==> src/rtl/controle_temporizador_pkg.sv <==
// controle_temporizador_pkg
//   Shared definitions for the two-digit countdown timer controller.
//   The state codes are also what the display/debug decoder reads on estado,
//   so any consumer of estado should import this package rather than
//   hard-coding the numbers.
package controle_temporizador_pkg;

   localparam int unsigned ESTADO_W = 3;

   typedef enum logic [ESTADO_W-1:0] {
      OCIOSO   = 3'd0,
      CARREGA  = 3'd1,
      CONTANDO = 3'd2,
      PAUSADO  = 3'd3,
      FIM      = 3'd4
   } estado_t;

endpackage

==> src/rtl/controle_temporizador_if.sv <==
// controle_temporizador_if
//   Command / counter-handshake bundle between the timer controller and
//   its surroundings (debounced buttons, cascaded decimal down counters).
//   Signals:
//     start, pause, clear  one-cycle command pulses
//     tc_unid, tc_dez      terminal-count flags from the units/tens counters
//     load                 load strobe to both counters
//     en_unid, en_dez      per-digit count enables
//     done                 timer expired
//     estado               current state code
//   Modports:
//     master  side that drives commands and counter flags
//     slave   the controller
interface controle_temporizador_if;
   import controle_temporizador_pkg::*;

   logic                start;
   logic                pause;
   logic                clear;
   logic                tc_unid;
   logic                tc_dez;
   logic                load;
   logic                en_unid;
   logic                en_dez;
   logic                done;
   logic [ESTADO_W-1:0] estado;

   modport master (
      output start, pause, clear, tc_unid, tc_dez,
      input  load, en_unid, en_dez, done, estado
   );

   modport slave (
      input  start, pause, clear, tc_unid, tc_dez,
      output load, en_unid, en_dez, done, estado
   );

endinterface

==> src/rtl/controle_temporizador_divisor_tick.sv <==
// divisor_tick
//   Prescaler producing the count tick for the timer.
//   Ports:
//     clk    system clock, rising edge
//     reset  synchronous, active-low reset (clears the prescaler)
//     run    advance the prescaler this cycle
//     clr    force the prescaler back to 0 (used outside a run)
//     tick   1 on the cycle the prescaler sits at DIV-1 while running
//   With run=0 and clr=0 the prescaler holds, which lets a paused run keep
//   its partial period.
module divisor_tick #(
   parameter int unsigned DIV = 50_000_000
) (
   input  logic clk,
   input  logic reset,
   input  logic run,
   input  logic clr,
   output logic tick
);

   localparam int unsigned   W      = $clog2(DIV);
   localparam logic [W-1:0]  ULTIMO = W'(DIV - 1);

   logic [W-1:0] r_cnt;

   always_ff @(posedge clk) begin
      if (!reset) begin
         r_cnt <= '0;
      end else if (clr) begin
         r_cnt <= '0;
      end else if (run) begin
         r_cnt <= (r_cnt == ULTIMO) ? '0 : r_cnt + 1'b1;
      end
   end

   // Gated by run so a pause/clear on the terminal cycle freezes the
   // prescaler at DIV-1 and the tick is replayed on resume.
   assign tick = run & (r_cnt == ULTIMO);

endmodule

==> src/rtl/controle_temporizador.sv <==
// controle_temporizador
//   Control FSM for the 00-99 countdown timer. Drives the load strobe and
//   per-digit count enables of the cascaded units/tens down counters from a
//   divided tick, watches their terminal-count flags to detect expiry and
//   reports its state.
//   Ports:
//     clk    system clock, rising edge
//     reset  synchronous, active-low reset
//     bus    controle_temporizador_if.slave (commands, counter flags,
//            load/enables, done, estado)
//   Parameter:
//     DIV    clock cycles per count tick (>= 2)
module controle_temporizador #(
   parameter int unsigned DIV = 50_000_000
) (
   input logic                     clk,
   input logic                     reset,
   controle_temporizador_if.slave  bus
);
   import controle_temporizador_pkg::*;

   estado_t r_estado;
   estado_t w_prox;
   logic    r_load;
   logic    r_done;
   logic    w_run;
   logic    w_clr;
   logic    w_tick;
   logic    w_zero;
   logic    w_en_unid;

   assign w_zero = bus.tc_unid & bus.tc_dez;

   // Prescaler only advances in CONTANDO with no pause/clear present, so the
   // tick (and both enables) are masked by those commands in the same cycle.
   assign w_run = (r_estado == CONTANDO) & ~bus.pause & ~bus.clear;
   assign w_clr = (r_estado == OCIOSO) | (r_estado == CARREGA);

   divisor_tick #(
      .DIV (DIV)
   ) u_divisor (
      .clk   (clk),
      .reset (reset),
      .run   (w_run),
      .clr   (w_clr),
      .tick  (w_tick)
   );

   always_comb begin
      w_prox = r_estado;
      case (r_estado)
         OCIOSO: begin
            if (bus.start && !bus.clear) w_prox = CARREGA;
         end
         CARREGA: begin
            w_prox = bus.clear ? OCIOSO : CONTANDO;
         end
         CONTANDO: begin
            if (bus.clear)      w_prox = OCIOSO;
            else if (bus.pause) w_prox = PAUSADO;
            else if (w_zero)    w_prox = FIM;
         end
         PAUSADO: begin
            if (bus.clear)      w_prox = OCIOSO;
            else if (bus.start) w_prox = CONTANDO;
         end
         FIM: begin
            if (bus.clear)      w_prox = OCIOSO;
            else if (bus.start) w_prox = CARREGA;
         end
         default: w_prox = OCIOSO;
      endcase
   end

   // load and done are decoded from the next state so they line up with the
   // registered state code without a combinational path from tc_*.
   always_ff @(posedge clk) begin
      if (!reset) begin
         r_estado <= OCIOSO;
         r_load   <= 1'b0;
         r_done   <= 1'b0;
      end else begin
         r_estado <= w_prox;
         r_load   <= (w_prox == CARREGA);
         r_done   <= (w_prox == FIM);
      end
   end

   // Tens borrow only when the units digit wraps 0 -> 9.
   assign w_en_unid   = w_tick & ~w_zero;
   assign bus.en_unid = w_en_unid;
   assign bus.en_dez  = w_en_unid & bus.tc_unid;
   assign bus.load    = r_load;
   assign bus.done    = r_done;
   assign bus.estado  = r_estado;

endmodule

==> src/flat_wrapper.sv <==
// flat-port wrapper written by rule: the top's interface ports become plain ports
module controle_temporizador_flat import controle_temporizador_pkg::*;
#(
   parameter int unsigned DIV = 50_000_000
)
  (clk, reset, bus_start, bus_pause, bus_clear, bus_tc_unid, bus_tc_dez, bus_load, bus_en_unid, bus_en_dez, bus_done, bus_estado);
  controle_temporizador_if bus_i ();
  input logic clk;
  input logic reset;
  input wire logic [$bits(bus_i.start)-1:0] bus_start;
  input wire logic [$bits(bus_i.pause)-1:0] bus_pause;
  input wire logic [$bits(bus_i.clear)-1:0] bus_clear;
  input wire logic [$bits(bus_i.tc_unid)-1:0] bus_tc_unid;
  input wire logic [$bits(bus_i.tc_dez)-1:0] bus_tc_dez;
  output wire logic [$bits(bus_i.load)-1:0] bus_load;
  output wire logic [$bits(bus_i.en_unid)-1:0] bus_en_unid;
  output wire logic [$bits(bus_i.en_dez)-1:0] bus_en_dez;
  output wire logic [$bits(bus_i.done)-1:0] bus_done;
  output wire logic [$bits(bus_i.estado)-1:0] bus_estado;
  assign bus_i.start = bus_start;
  assign bus_i.pause = bus_pause;
  assign bus_i.clear = bus_clear;
  assign bus_i.tc_unid = bus_tc_unid;
  assign bus_i.tc_dez = bus_tc_dez;
  assign bus_load = bus_i.load;
  assign bus_en_unid = bus_i.en_unid;
  assign bus_en_dez = bus_i.en_dez;
  assign bus_done = bus_i.done;
  assign bus_estado = bus_i.estado;
  controle_temporizador #(.DIV(DIV)) u_core (.clk(clk), .reset(reset), .bus(bus_i));
endmodule
==> config.mk <==
export PLATFORM = sky130hd
export DESIGN_NAME = controle_temporizador_flat
export DESIGN_NICKNAME = d
export VERILOG_FILES = /design/src/rtl/controle_temporizador_pkg.sv /design/src/rtl/controle_temporizador_if.sv /design/src/rtl/controle_temporizador_divisor_tick.sv /design/src/rtl/controle_temporizador.sv /design/src/flat_wrapper.sv
export SDC_FILE = /design/constraint.sdc
export NUM_CORES = 1
export LEC_CHECK = 0
export ABC_AREA = 0
export CAP_MARGIN = 20
export CORE_UTILIZATION = 45
export CTS_BUF_LIST = sky130_fd_sc_hd__clkbuf_4 sky130_fd_sc_hd__clkbuf_8
export DETAILED_ROUTE_END_ITERATION = 7
export MAX_ROUTING_LAYER = met4
export PLACE_DENSITY_LB_ADDON = 0.3
export SLEW_MARGIN = 20
export SYNTH_ARGS = -nofsm -noshare
export SYNTH_HDL_FRONTEND = slang
export SYNTH_SLANG_ARGS = --single-unit
==> constraint.sdc <==
create_clock -name clk -period 4.1 [get_ports clk]
set_clock_uncertainty 0.05 [all_clocks]
set_input_delay 0.41 -clock clk [delete_from_list [all_inputs] [get_ports clk]]
set_output_delay 0.41 -clock clk [all_outputs]
set_load 0.1 [all_outputs]
==> summary.md <==
| Metric | Value |
|---|---|
| Result of the run | completed |
| Achievable clock frequency | 332 MHz |
| Critical path type | primary input to output port |
| Max-cap viol count | 0 |
| Slew at the pin closest to its max-slew limit | 0.979 ns |
| Post-route DRC | 0 |
| Flops & latches, synth | 31 |
| Number of filler instances in the final layout | 308 |
| Die Height | 60.3 µm |
| Count of unique library cells instantiated by Yosys | 33 |
| Power density over the cells | 307 mW/mm² |
| Wire length per cell | 13.7 µm |
| Min Hold Slack | 0.438 ns |
| Count of input and output buffers | 13 |
| Required @ worst endpoint | 3.64 ns |
| Initial cell density of the core | 0.490 |
| Clock root buffer | sky130_fd_sc_hd__clkbuf_4 |
| CP Data Arrival Time | 2.55 ns |
| Slew Limit Headroom | 0.345 |
| Hold Path End | u_core.u_divisor.r_cnt[25] |
| CTS Hold Buffers Added | 0 |
| Max Fanout on Critical Path | 20 |
| Nets | 200 |
| Total vias in the final route | 1,387 |
| Final setup violation count | 0 |
| Number of warnings reported in the yosys synthesis log | 0 |
| Tightest Hold Check Type | flip-flop to flip-flop |
| Maximum level of the CTS H-tree | 2 |
| Clock sinks | 31 |
| Seq/Total Area, Yosys | 0.405 |
| Die area | 0.00364 mm² |
| Number of vias per cell | 5.85 |
| Leak Pwr | 0.526 nW |
| Longest Clk Path Bufs | 2 |
| Startpoint of the worst register-to-register path | u_core.bus.estado[1] |
| Antenna Violating Nets Remaining | 0 |
| Insertion delay to the later sink of the worst-skew pair | 0.33 ns |
| Nature of the critical path endpoint | output port |
| Number of diodes added for antenna fixing | 0 |
| Gates resized, CTS repair | 0 |
| Worst Reg-to-Reg Cells | 4 |
| Final count of hold timing violations | 0 |
| Cell depth of the worst min-delay path | 2 |
| Standard-cell rows | 20 |
| Flip-flop and latch area | 621 µm² |
| Critical path startpoint category | primary input |
| Netlist area before placement | 0.00153 mm² |
| Synthesized area divided by synthesized cell count | 8.60 µm² |
| Slew Limit Fails | 0 |
| Fraction of final layout cells with drive strength greater than 1 | 0.0881 |
| Post-detailed-placement half-perimeter wirelength | 2340 µm |
| Number of iterations in the first detailed-routing pass | 4 |
| Total global routing track utilization | 0.209 |
| Fin crit share | 0.735 |
| Setup tns final | 0 ns |
| Total area of multi-input combinational cells | 866 µm² |
| GRT overflow | 0 |
| Clock buffer count from CTS | 5 |
| First-pass GRT wire length | 5380 µm |
| Leading cell types in the layout, fill and taps excluded | sky130_fd_sc_hd__dfxtp_1, sky130_fd_sc_hd__a21oi_1, sky130_fd_sc_hd__nor2_1, sky130_fd_sc_hd__nand3_1, sky130_fd_sc_hd__clkdlybuf4s50_1 |
| Unrepaired setup endpoints after global routing | false |
| Net Count, Synth | 186 |
| Setup Buffers After CTS | 0 |
| Number of global-route vias before repair | 1,273 |
| Most common cell after layout, fill and taps aside | sky130_fd_sc_hd__dfxtp_1 |
| Layout-stage area growth over the synthesis result | 14.8% |
| Antenna violations before repair | 0 |
| Number of top-level pins | 14 |
| Setup slack of the most critical reg-to-reg path | 1.72 ns |
| Clock-pin slew of the registers on the worst-case setup and hold paths | 0.10 ns |
| Clock period minus worst slack | 3.01 ns |
| Die boundary width | 60.3 µm |
| RePlAce Congestion | 0.777 |
| Core region area | 0.00313 mm² |
| Routed WL | 3250 µm |
| Endpoint of the worst register-to-register path | u_core.u_divisor.r_cnt[25] |
| Maximum number of pins on one net before global-route repair | 21 |
| Hold path startpoint | u_core.u_divisor.r_cnt[25] |
| Worst IR drop on VDD | 0.235 mV |
| Post-synthesis cell count | 178 |
| Clock tree from TritonCTS | built |
| Number of design-rule violations left by the first detailed-router iteration | 75 |
cell usage after synthesis:
cell type / n / share of area
sky130_fd_sc_hd__nand3b_1: 1 / 0.0049
sky130_fd_sc_hd__and3_1: 4 / 0.016
sky130_fd_sc_hd__nor3b_1: 3 / 0.015
sky130_fd_sc_hd__mux2i_1: 1 / 0.0065
sky130_fd_sc_hd__and4bb_2: 1 / 0.0082
sky130_fd_sc_hd__nor2_1: 13 / 0.032
sky130_fd_sc_hd__nor3_1: 1 / 0.0033
sky130_fd_sc_hd__nand2_1: 10 / 0.025
sky130_fd_sc_hd__a22oi_1: 1 / 0.0049
sky130_fd_sc_hd__nor4b_1: 1 / 0.0057
sky130_fd_sc_hd__nand3_1: 12 / 0.039
sky130_fd_sc_hd__o21ai_0: 9 / 0.029
sky130_fd_sc_hd__ha_1: 1 / 0.0082
sky130_fd_sc_hd__or4_1: 10 / 0.049
sky130_fd_sc_hd__and4_1: 5 / 0.029
sky130_fd_sc_hd__a21oi_1: 23 / 0.075
sky130_fd_sc_hd__o31ai_1: 10 / 0.049
sky130_fd_sc_hd__nor4_1: 1 / 0.0041
sky130_fd_sc_hd__clkbuf_1: 2 / 0.0049
sky130_fd_sc_hd__buf_2: 4 / 0.013
sky130_fd_sc_hd__nand2b_1: 2 / 0.0082
sky130_fd_sc_hd__xnor2_1: 1 / 0.0057
sky130_fd_sc_hd__o31ai_2: 1 / 0.0082
sky130_fd_sc_hd__inv_1: 3 / 0.0074
sky130_fd_sc_hd__buf_6: 1 / 0.0074
sky130_fd_sc_hd__nor3b_2: 1 / 0.0082
sky130_fd_sc_hd__or3_1: 9 / 0.037
sky130_fd_sc_hd__and4bb_4: 1 / 0.011
sky130_fd_sc_hd__nand4_1: 7 / 0.029
sky130_fd_sc_hd__nand4_4: 1 / 0.014
sky130_fd_sc_hd__and2_1: 1 / 0.0041
sky130_fd_sc_hd__dfxtp_1: 31 / 0.41
sky130_fd_sc_hd__xor2_1: 6 / 0.034
how the worst max path moves through the flow:
stage	endpoint	start	depth (start not counted)
finish	bus_en_dez	bus_pause	6
global route	bus_en_dez	bus_pause	6
CTS	bus_en_dez	bus_pause	6
detailed placement	bus_en_dez	bus_pause	6
global placement	bus_en_dez	bus_pause	6
floorplan	bus_en_unid	u_core.bus.estado[1]	6
cell type report:
class | instances | share of cell area
Tap cell | 44 | 0.0313
Clock buffer | 8 | 0.0413
Sequential cell | 31 | 0.353
Inverter | 3 | 0.00641
Timing Repair Buffer | 14 | 0.0754
Multi-Input combinational cell | 137 | 0.493
registers in the layout (all words and copies together), names as in the netlist:
signal,count
u_core.u_divisor.r_cnt,26
u_core.bus.estado,3
u_core.bus.done,1
u_core.bus.load,1
power breakdown:
group / switching, mW / leakage [nW] / internal (mW)
sequential: 0.00152 / 0.250 / 0.302
clock: 0.102 / 0.0420 / 0.107
combinational: 0.0166 / 0.234 / 0.0109
logic make-up (layout without fill, tap and decap cells):
kind of cell               count (synthesis)  after routing  synth area share
and+or+nand+nor                           84             84             0.341
AOI/OAI and AO/OA                         44             44             0.167
DFF                                       31             31             0.405
buffers and inverters                     10             25            0.0327
xor gates and xnor gates                   7              7            0.0400
adders and majority gates                  1              1           0.00817
muxes                                      1              1           0.00654
routing by layer:
metal  up-vias  GRT usage  routed length, µm
met5         -          -                  0
met4         0     0.0963                 40
met3         4     0.0576                123
met2        16      0.355               1690
met1       662      0.224               1390
li1        705          -                  -
critical path: stages:
cell and delay [ns]:
sky130_fd_sc_hd__clkdlybuf4s50_1 0.46, sky130_fd_sc_hd__nor2_1 0.39, sky130_fd_sc_hd__nand4_4 0.31, sky130_fd_sc_hd__or3_1 0.48, sky130_fd_sc_hd__nor3b_2 0.19, sky130_fd_sc_hd__buf_4 0.31
per-stage QoR:
stage / total power, mW / utilization / instance area [µm²] / cells / setup slack (ns)
after global routing: 0.562 / 0.562 / 1760 / 237 / 0.960
after detailed placement: 0.338 / 0.539 / 1690 / 229 / 1.08
after CTS: 0.547 / 0.562 / 1760 / 237 / 1.09
after floorplan: 0.326 / - / 1540 / 178 / -0.0115
after global placement: 0.337 / 0.539 / 1690 / 229 / 1.13
final: 0.540 / 0.562 / 1760 / 237 / 1.09
(Power assumes the default switching activity.)
